File: src/rtl/coord_dispatcher.sv
// Raster coordinate generator feeding a ready-gated processor through a small FIFO.
// Define COORD_DISPATCH_PERF_CNT_EN to add the oFrameCycles per-frame cycle counter.
module coord_dispatcher #(
    parameter int unsigned H_PIXELS   = 640,
    parameter int unsigned V_PIXELS   = 480,
    parameter int unsigned FIFO_DEPTH = 4
) (
    input  logic        clk,
    input  logic        reset,
    input  logic        iStart,
    input  logic        iProcReady,
    output logic        oDataVal,
    output logic [18:0] oCoord,
    output logic        oBusy,
    output logic        oFrameDone
`ifdef COORD_DISPATCH_PERF_CNT_EN
    ,
    output logic [31:0] oFrameCycles
`endif
);

    localparam int unsigned AW    = $clog2(FIFO_DEPTH);
    localparam logic [9:0]  X_MAX = 10'(H_PIXELS - 1);
    localparam logic [8:0]  Y_MAX = 9'(V_PIXELS - 1);

    typedef enum logic [1:0] {IDLE, RUN, DRAIN, DONE} state_t;

    state_t        state, stateNext;
    logic [9:0]    x;
    logic [8:0]    y;
    logic [18:0]   mem [FIFO_DEPTH];
    logic [AW-1:0] wrPtr, rdPtr;
    logic [AW:0]   count, countNext;
    logic          push, pop, full, lastPix;

    assign full    = (count == (AW+1)'(FIFO_DEPTH));
    assign lastPix = (x == X_MAX) && (y == Y_MAX);
    assign push    = (state == RUN) && !full;
    assign pop     = oDataVal && iProcReady && (count != '0);

    assign oCoord     = mem[rdPtr];
    assign oBusy      = (state != IDLE);
    assign oFrameDone = (state == DONE);

    always_comb begin
        countNext = count;
        case ({push, pop})
            2'b10:   countNext = count + (AW+1)'(1);
            2'b01:   countNext = count - (AW+1)'(1);
            default: countNext = count;
        endcase
    end

    always_comb begin
        stateNext = state;
        case (state)
            IDLE:    if (iStart) stateNext = RUN;
            RUN:     if (push && lastPix) stateNext = DRAIN;
            DRAIN:   if (pop && (count == (AW+1)'(1))) stateNext = DONE;
            DONE:    stateNext = IDLE;
            default: stateNext = IDLE;
        endcase
    end

    always_ff @(posedge clk or negedge reset) begin
        if (!reset) begin
            state    <= IDLE;
            x        <= '0;
            y        <= '0;
            wrPtr    <= '0;
            rdPtr    <= '0;
            count    <= '0;
            oDataVal <= 1'b0;
            for (int unsigned i = 0; i < FIFO_DEPTH; i++) mem[i] <= '0;
        end else begin
            state <= stateNext;
            count <= countNext;
            // Holdoff is the transfer edge itself: valid drops for one cycle after every pop.
            oDataVal <= (countNext != '0) && !pop;
            if (push) begin
                mem[wrPtr] <= {x, y};
                wrPtr      <= wrPtr + 1'b1;
            end
            if (pop) rdPtr <= rdPtr + 1'b1;
            if (state == IDLE && iStart) begin
                x <= '0;
                y <= '0;
            end else if (push) begin
                if (x == X_MAX) begin
                    x <= '0;
                    y <= y + 1'b1;
                end else begin
                    x <= x + 1'b1;
                end
            end
        end
    end

`ifdef COORD_DISPATCH_PERF_CNT_EN
    logic [31:0] cycCnt;

    always_ff @(posedge clk or negedge reset) begin
        if (!reset) begin
            cycCnt       <= '0;
            oFrameCycles <= '0;
        end else begin
            if (state == IDLE && iStart) cycCnt <= 32'd1;
            else if (state != IDLE && cycCnt != '1) cycCnt <= cycCnt + 32'd1;
            if (state == DONE) oFrameCycles <= cycCnt;
        end
    end
`endif

endmodule

File: config.mk
export PLATFORM = sky130hd
export DESIGN_NAME = coord_dispatcher
export DESIGN_NICKNAME = d
export VERILOG_FILES = /design/src/rtl/coord_dispatcher.sv
export SDC_FILE = /design/constraint.sdc
export NUM_CORES = 1
export LEC_CHECK = 0
export BUFFER_PORTS_ARGS = -buffer_cell sky130_fd_sc_hd__clkbuf_2
export CAP_MARGIN = 20
export CORE_ASPECT_RATIO = 0.6
export CORE_MARGIN = 4
export CORE_UTILIZATION = 61
export DETAILED_ROUTE_END_ITERATION = 6
export PLACE_DENSITY = 0.89
export SLEW_MARGIN = 10
export SYNTH_ARGS = -nofsm -noshare
export SYNTH_HDL_FRONTEND = slang
export SYNTH_SLANG_ARGS = --single-unit
export TNS_END_PERCENT = 50
File: constraint.sdc
create_clock -name clk -period 3.6 [get_ports clk]
set_clock_uncertainty 0.15 [all_clocks]
set_input_delay 0 -clock clk [delete_from_list [all_inputs] [get_ports clk]]
set_output_delay 0 -clock clk [all_outputs]
set_load 0.02 [all_outputs]
==> results, run 1 <==
- The setup total negative slack is 0 ps.
- The maximum cell stage delay along the critical path is 640 ps.
- The number of buffer and inverter stages on the critical path is 1.
- The longest clock path from root to sink contains 2 buffers.
- In the layout the commonest cells are dfrtp_1 (105), mux2_2 (64), nand2_1 (39).
- The via count of the first global-routing pass is 3178.
- For the worst setup path, the data required time is between 3000 and 4000 ps.
- The average wire per cell in the routed design is 19.34 um.
- CTS saw approximately 110 sinks.
- The area of the placeable core is about 0.0075 mm2.
- For this configuration, the core starts out at a cell density of 65.07%.
- The starting DRC count in detailed routing is around 170.
- The total count of hold-check failures in the final report came to 0.
- Synthesis handed over a netlist of between 300 and 400 instances.
- The pin count of the biggest net entering global routing is 82.
- The worst-path cell with the longest stage delay is or4_4.
- The dominant delay contributor by cell family on the critical path is compound AO/OA/AOI/OAI gates.
- The category of the critical setup timing path is reg -> reg.
- Clock tree synthesis selected as its root buffer the cell clkbuf_16.
- The share of power burned in the clock network is 25.5%.
- The number of buffers inserted to repair setup after CTS is 0.
- Setup repair after global routing left no endpoint under its margin.
- The quantity of I/O buffers inserted on ports is 25.
- The mapped netlist covers approximately 0.0049 mm2.
- The analysis attributes to cell leakage a power of 0.002307 uW.
- 26 I/O pins were placed.
- The worst min-delay path class is in -> async.
- From left edge to right edge, the die measures 123.5 um.
- Registers take 0.002628 mm2.
- The worst pin sits at a relative slew slack of 28.17%.
- The number of iterations in the first detailed-routing pass is 5.
- The relative contribution of sequential cells to total power is 39.7%.
- Yosys mapped a number of flops with a built-in enable equal to 0.
- The floorplan row count is 24.
- The proportion of power drawn by combinational gates is 34.8%.
- Global routing used between 20% and 30% of the available tracks.
- The net load switching power is around 1500 uW.
- Measured on the finished design, the core utilization comes to 73.38%.
- The flow ran to the end, and the final reports show no timing, DRC or antenna violations.
- Counting flops and latches in the post-synthesis netlist gives 105.
- The startpoint type of the worst setup path is a register.
- For the pin with the worst max-slew slack, the measured transition is between 1000 and 1500 ps.
- The kind of end point of the critical path is a register.
- The first-pass GRT wire length is ~17 mm.
- In this run switching power makes up roughly 34% of total power.
- The post-synthesis average cell area is 13.06 um2.
- Walking the worst path, the cells encountered are inv_1, ha_1, a21bo_1, or4_4, o41ai_2, o211ai_1, mux2_4.
- Counting buffers and inverters, the worst setup path is 7 cells deep.
- The repair_antennas step left the layout with diodes totalling 0.
- In this run the critical register-to-register path is captured at state[1].
- The peak supply drop is 485.9 uV.
- The half-perimeter wire length after placement is 6.744 mm.
- After filler insertion, the fill cell instance count of the layout stands at 477.
- Based on the critical path, the design can be clocked at up to around 360 MHz.
- The H-tree was split into 3 levels.
- In this run the remaining antenna-violating nets after routing total 0.
- The die covers 0.009550 mm2.
- After detailed routing, the number of vias per cell comes to roughly 5.9.
- The highest net fanout along the worst path is 10.
- Counting the buffers created by CTS gives 9.
- Counting I/O delays and the setup requirement, the final critical path takes 2782 ps.
- The most common cell after layout, fill and taps aside is dfrtp_1.
- Setup violations remaining at the end of the flow were counted as 0.
- The destination of the critical timing path is state[1].
- The origin of the critical flop-to-flop path is state[1].
- During synthesis, Yosys emitted a total of 0 warnings.
- The distinct cell type count of the synthesized netlist is 34.
- For this run, the leading register cell type out of synthesis is dfrtp_1.
- Data arrives at the worst endpoint at 2860 ps.
- The share of async-settable or async-resettable flops after synthesis is 100.0%.
- In the routed design, unresolved DRC markers number 0.
- For flop-to-flop paths, the worst setup slack is 820 ps.
- Wires add up to ~9.9 mm.
- The clock-pin slew reported for the worst setup and hold paths after clock tree synthesis is ~70 ps.
- Summing the sequential cell areas from Yosys gives a little over half of the chip area.
- The total grt overflow is 0.
- The final critical path takes up 77.29% of the cycle.
- The area of the multi-input gates is 0.002125 mm2.
- The congestion estimate from routability-driven global placement came to 0.8301.
- The initial antenna violation count is 0.
- The internal power of the cells is 2925 uW.
- The clock tree from TritonCTS is done.
- The detailed router placed 3019 vias in this run.
- In this run the worst setup path begins at state[1].
- For this design the ratio of total power to cell area is 807.6 mW/mm2.
- The share of final-layout standard cells stronger than drive strength 1 is 33.17%.
- The net count of the mapped netlist is 395.
- The y dimension of the die is around 77 um.
- The later-pin clock latency in the skew report is 350 ps.
- The total count of max-transition violations in the final report is 0.
- The synthesis-to-layout area growth is 12.78%.
- The tool flagged a number of max-cap violations equal to 0.
- In the final design database the tool counted 423 nets.
- The logic depth of the worst register-to-register path is 7.
==> how the worst min path moves through the flow <==
stage,slack (ps),start,end,cells after the start
detailed placement,70,reset,mem[41],1
floorplan,-450,reset,count[0],0
CTS,260,reset,mem[61],2
global placement,60,reset,mem[61],1
finish,20,reset,mem[61],2
global route,70,reset,mem[61],2
==> layer usage <==
layer / GRT usage [%] / vias up / share of wire (%)
li1: - / 1376 / -
met1: 33.58 / 1552 / 47
met2: 36.31 / 76 / 47
met3: 4.853 / 15 / 4.6
met4: 5.525 / 0 / 1.3
met5: 0 / - / 0
==> power by group through the flow <==
stage	logic [uW]	clock network [uW]	registers (uW)
4_1_cts	1560	1160	1770
5_1_grt	1700	1200	1800
3_5_place_dp	1550	0	1780
3_3_place_gp	1470	0	1750
6_report	1550	1130	1770
2_1_floorplan	1230	0	1620
==> layout make-up <==
cell class | count | share of cell area [%]
clock buffer | 12 | 4.656
clock inverter | 4 | 1.794
inverter | 13 | 0.8858
multi-input combinational | 238 | 38.56
sequential | 105 | 47.69
tap | 104 | 2.362
timing repair buffer | 35 | 4.043
==> metrics by stage <==
stage | total power, uW | std cells | hold WS, ps | setup WS [ps] | area [um2]
finish | 4449 | 511 | 17.75 | 817.7 | 5509
global route | 4708 | 511 | 67.14 | 718.6 | 5509
CTS | 4486 | 510 | 264.1 | 807.7 | 5489
detailed placement | 3339 | 491 | 74.79 | 821.8 | 5104
global placement | 3223 | 491 | 61.15 | 994.3 | 5104
floorplan | 2857 | 374 | -445.6 | 1015 | 4885
==> repair_timing <==
| action | CTS | global route |
|---|---|---|
| hold endpoints to repair | 82 | 0 |
| gates resized for setup | 0 | 0 |
| hold buffers | 3 | 0 |
==> synth_stat cells, types with 2 or more instances <==
cell	instances	area [um2]
mux2_2	64	720.7
buf_1	7	26.28
nand2_1	39	146.4
inv_1	12	45.04
a21oi_1	6	30.03
nor4_1	3	18.77
o211ai_1	2	15.01
dfrtp_1	105	2628
o21ai_0	21	105.1
mux2i_1	2	20.02
clkbuf_1	8	30.03
nor2b_1	2	12.51
xor2_1	4	35.03
ha_1	17	212.7
a21o_1	2	15.01
or3_1	2	12.51
nor3_1	5	25.02
mux4_2	19	427.9
buf_6	2	22.52
nand3_1	7	35.03
nor2_1	20	75.07
xnor2_1	13	113.9
==> flip-flops by register name, summed over array words and instances (netlist names) <==
register,count
oDataVal,1
state,2
count,3
y,9
x,10
mem,76
rdPtr,2
wrPtr,2
==> cell families (layout without fill, tap and decap cells) <==
logic type	after synthesis	after routing	synth area share, %
compound gates	34	34	4.098
xor+xnor	17	17	3.048
fa+ha+maj	17	17	4.354
buf+inv	31	64	2.715
flops	105	105	53.79
mux	86	86	24.23
simple gates	84	84	7.761
==> worst register-to-register path, stage by stage (launching register included) <==
cell,delay (ps)
dfrtp_1,420
inv_1,120
ha_1,200
a21bo_1,320
or4_4,640
o41ai_2,260
o211ai_1,210
mux2_4,350
No activity file was read; power rests on OpenSTA's default activity.
==> inputs of run 2 (changes only) <==
ABC_AREA = 1   (was default)
CORE_UTILIZATION = 55   (was 61)
PLACE_DENSITY = 0.85   (was 0.89)
clock period = 2.3 ns   (was 3.6 ns; I/O delays follow)
==> run 2 against run 1 <==
  * Clock power is 28% higher
  * Non-clock buffer count is 11 higher
  * Design area is 2.9% higher
  * Critical path type unchanged
  * Total power is 63% higher
  * Maximum frequency is 30% higher
  * Sequential cell count stayed put
  * Worst setup slack worse by 660 ps
  * Cell count is 44% higher
  * Sequential share of layout area is 1.3 points lower
  * Die area is 14% higher
  * Wire length is 21% higher
  * Utilization is 8.4 points lower
  * Largest power group is now combinational cells
==> results, run 2 <==
- The run finished with clean final reports.
- Of the cells placed in the final design, the portion with a size suffix greater than 1 is 11.18%.
- The post-place setup slack is 104.8 ps.
- The via count of the first global-routing pass is 4119.
- For this run the aggregate overflow at the end of global routing stands at 0.
- Clock tree synthesis selected as its root buffer the cell clkbuf_16.
- The internal power of the cells is approximately 4000 uW.
- The largest total area in the synthesized netlist belongs to dfrtp_1.
- The most common cell after layout, fill and taps aside is nand2_1.
- Compared with the post-synthesis result, the final layout area differs by 12.05%.
- The pre-antenna-repair detailed-routing pass consisted of 5 iterations.
- The number of buffers on the longest clock path is 2.
- The detailed-route wire length is approximately 12 mm.
- The count of clock tree sinks is 105.
- The kind of end point of the critical path is a register.
- The distinct cell type count of the synthesized netlist is 30.
- The number of max-capacitance violations reported is 0.
- The remaining design rule violation count is 0.
- The relative slew slack is about two thirds.
- The register with the most flip-flops in the layout has 76 of them.
- Each instance of the synthesized netlist takes up on average approximately 8.5 um2.
- Ranked by instance count, the synthesized netlist is headed by nand2_1 (129), o21ai_0 (127), dfrtp_1 (105).
- The net count of the mapped netlist is 615.
- The finished layout holds 738 standard cells, fillers aside.
- For this run, the top clock speed supported by timing is 467.7 MHz.
- IR analysis of the VDD net gives a maximum drop of around 730 uV.
- In this run the power spent charging and discharging nets is 3188 uW.
- The global placer's final weighted congestion is 0.8955.
- The count of warnings emitted by yosys is 0.
- In the layout the commonest cells are nand2_1 (129), o21ai_0 (127), dfrtp_1 (105).
- Along the worst path, the maximum fanout reaches 8.
- The shortest period the worst path allows is 2138 ps.
- The area of the placeable core is 0.008718 mm2.
- The total count of hold-check failures in the final report came to 0.
- The initial antenna violation count was 0.
- The data arrival time of the worst path is 2210 ps.
- At the pin with the least slew margin, the transition time is 514.9 ps.
- The total power divided by cell area is between 1000 and 1500 mW/mm2.
- The met1 track demand over resource in global routing is 32.20%.
- Fill cells in the final layout number ~700.
- TritonCTS built the clock tree.
- 0 antenna diodes ended up in the layout.
- The largest registers in the layout are mem x76, x x10, y x9.
- The pin count of the biggest net entering global routing is between 50 and 60.
- For this run, global-route usage on met2 was measured as 38.95%.
- The fraction of the core area covered by cells at the end of the flow is 65.01%.
- The average wire per cell in the routed design is 16.19 um.
- More flip-flops sit in one register than any other, and that register is mem.
- The first global-routing pass estimated roughly 20 mm of wire.
- The analysis attributes to cell leakage a power of 0.002668 uW.
- 26 I/O pins were placed.
- The relative contribution of sequential cells to total power is 34.5%.
- After synthesis the cells add up to ~0.0051 mm2.
- The y dimension of the die is 82.29 um.
- Once routing completed, OpenROAD measured the worst setup slack at 162.1 ps.
- The critical path in this run is classified as reg -> reg.
- Clock-pin slew was measured on the worst setup and hold paths at 70 ps.
- The setup violation total in the final timing report is 0.
- The total CTS buffers is 9.
- After the last flow step, the layout net total stands at 642.
- Across every metal layer, demand over resource in global routing totals 23.68%.
- The proportion of power drawn by combinational gates is 45.5%.
- The total count of max-transition violations in the final report is 0.
- The final antenna-violating net count is 0.
- The clock reaches the later pin of the worst-skew pair after roughly 350 ps.
- The most common flop cell mapped by yosys is dfrtp_1.
- The global routing stage identified its most utilized layer as met2.
- The count of buffers added on input and output ports is 25.
- Summed over its instances, the top area cell type makes up 51.94% of the synthesized netlist area.
- The number of enable flip-flop cells after synthesis is 0.
- The startpoint type of the worst setup path is a register.
- After synthesis, the cell types taking the most area are dfrtp_1 (52%), o21ai_0 (13%), nand2_1 (9.6%).
- The floorplan row count is 26.
- Synthesis produced a netlist whose cell count is 594.
- The via-per-instance ratio is 5.688.
- Synthesis inferred 105 register bits.
- For this run, global-route usage on met3 was measured as 5.872%.
- The fraction of power spent switching nets is 43.98%.
- Summing the sequential cell areas from Yosys gives 51.94% of the chip area.
- STA puts the critical path data required time at 2370 ps.
- The share of async-settable or async-resettable flops after synthesis is 100.0%.
- Detailed placement finished with a half-perimeter wire length of 7.468 mm.
- The number of placed instances, taps included, is 713.
- In this run the horizontal extent of the chip is 131.8 um.
- By instance count, the leading cell after synthesis is nand2_1.
- For this block, the initial DRC count from the detailed router was 421.
- In this run the worst hold path is classified as reg -> reg.
- Detailed routing inserted a total of 4198 vias.
- The effective utilization at floorplan is 58.02%.
- The full die area is between 0.01 and 0.015 mm2.
- Of the total power, the clock network draws 20.0%.
- The H-tree depth is 3.
- The worst path uses 92.95% of the clock period.
## run 2: critical path: stages (launching register included)
cell and delay, ps:
dfrtp_1 400, inv_1 110, ha_2 220, nand2_1 100
nand2_4 130, inv_4 60, ha_1 220, a21oi_1 120
o21ai_0 100, o21ai_0 150, nand2_1 100, nor2_1 100
nor2_1 50
## run 2: timing repair
| action | in CTS | in global routing |
|---|---|---|
| gates resized for setup | 0 | 3 |
| buffers inserted | 0 | 4 |
| hold buffers | 5 | 0 |
| endpoints found under the hold margin | 109 | 0 |
| endpoints found under the setup margin | 0 | 1 |
## run 2: final cells by class
class | instances | area (um2) | share of cell area, %
sequential | 105 | 2628 | 46.36
multi-input combinational | 413 | 2087 | 36.82
timing repair buffer | 46 | 360.3 | 6.358
clock buffer | 10 | 229.0 | 4.040
inverter | 46 | 175.2 | 3.091
tap | 112 | 140.1 | 2.472
clock inverter | 6 | 48.80 | 0.8609
## run 2: routing by layer
layer / up-vias / routed length, um
met2: 175 / 5383
met5: - / 0
li1: 2001 / -
met4: 0 / 141
met3: 15 / 965
met1: 2007 / 5455
## run 2: kinds of logic after synthesis
group                      after synthesis  share of synthesized area, %
xor gates and xnor gates                 9                         1.558
DFF                                    105                         51.94
buffers and inverters                   76                         7.099
adders and majority gates               17                         4.205
and+or+nand+nor                        226                         18.15
AOI/OAI and AO/OA                      161                         17.04
## run 2: power groups by stage
stage	clock network [uW]	registers [uW]	logic (uW)
detailed placement	0	2520	3150
floorplan	0	2470	2240
CTS	1470	2490	3190
global placement	0	2500	3030
global route	1550	2550	3690
finish	1450	2500	3300
## run 2: worst paths after layout
path,from,end,slack [ps],depth (start not counted)
setup / recovery,count[1],oDataVal,160,12
min in group asynchronous,reset,mem[60],570,3
setup reg to reg,count[1],oDataVal,160,12
hold / removal,mem[44],mem[44],330,2
hold reg to reg,mem[44],mem[44],330,2
max in group asynchronous,reset,mem[41],590,4
## run 2: stage by stage
step / power [uW] / cell area, um2 / TNS [ps] / hold slack, ps
2_1_floorplan: 4712 / 5059 / 0 / -445.6
3_3_place_gp: 5529 / 5295 / 0 / -170.4
3_5_place_dp: 5672 / 5295 / 0 / -167.2
4_1_cts: 7153 / 5623 / 0 / 335.3
5_1_grt: 7791 / 5668 / -11.95 / 355.4
6_report: 7250 / 5668 / 0 / 332.5
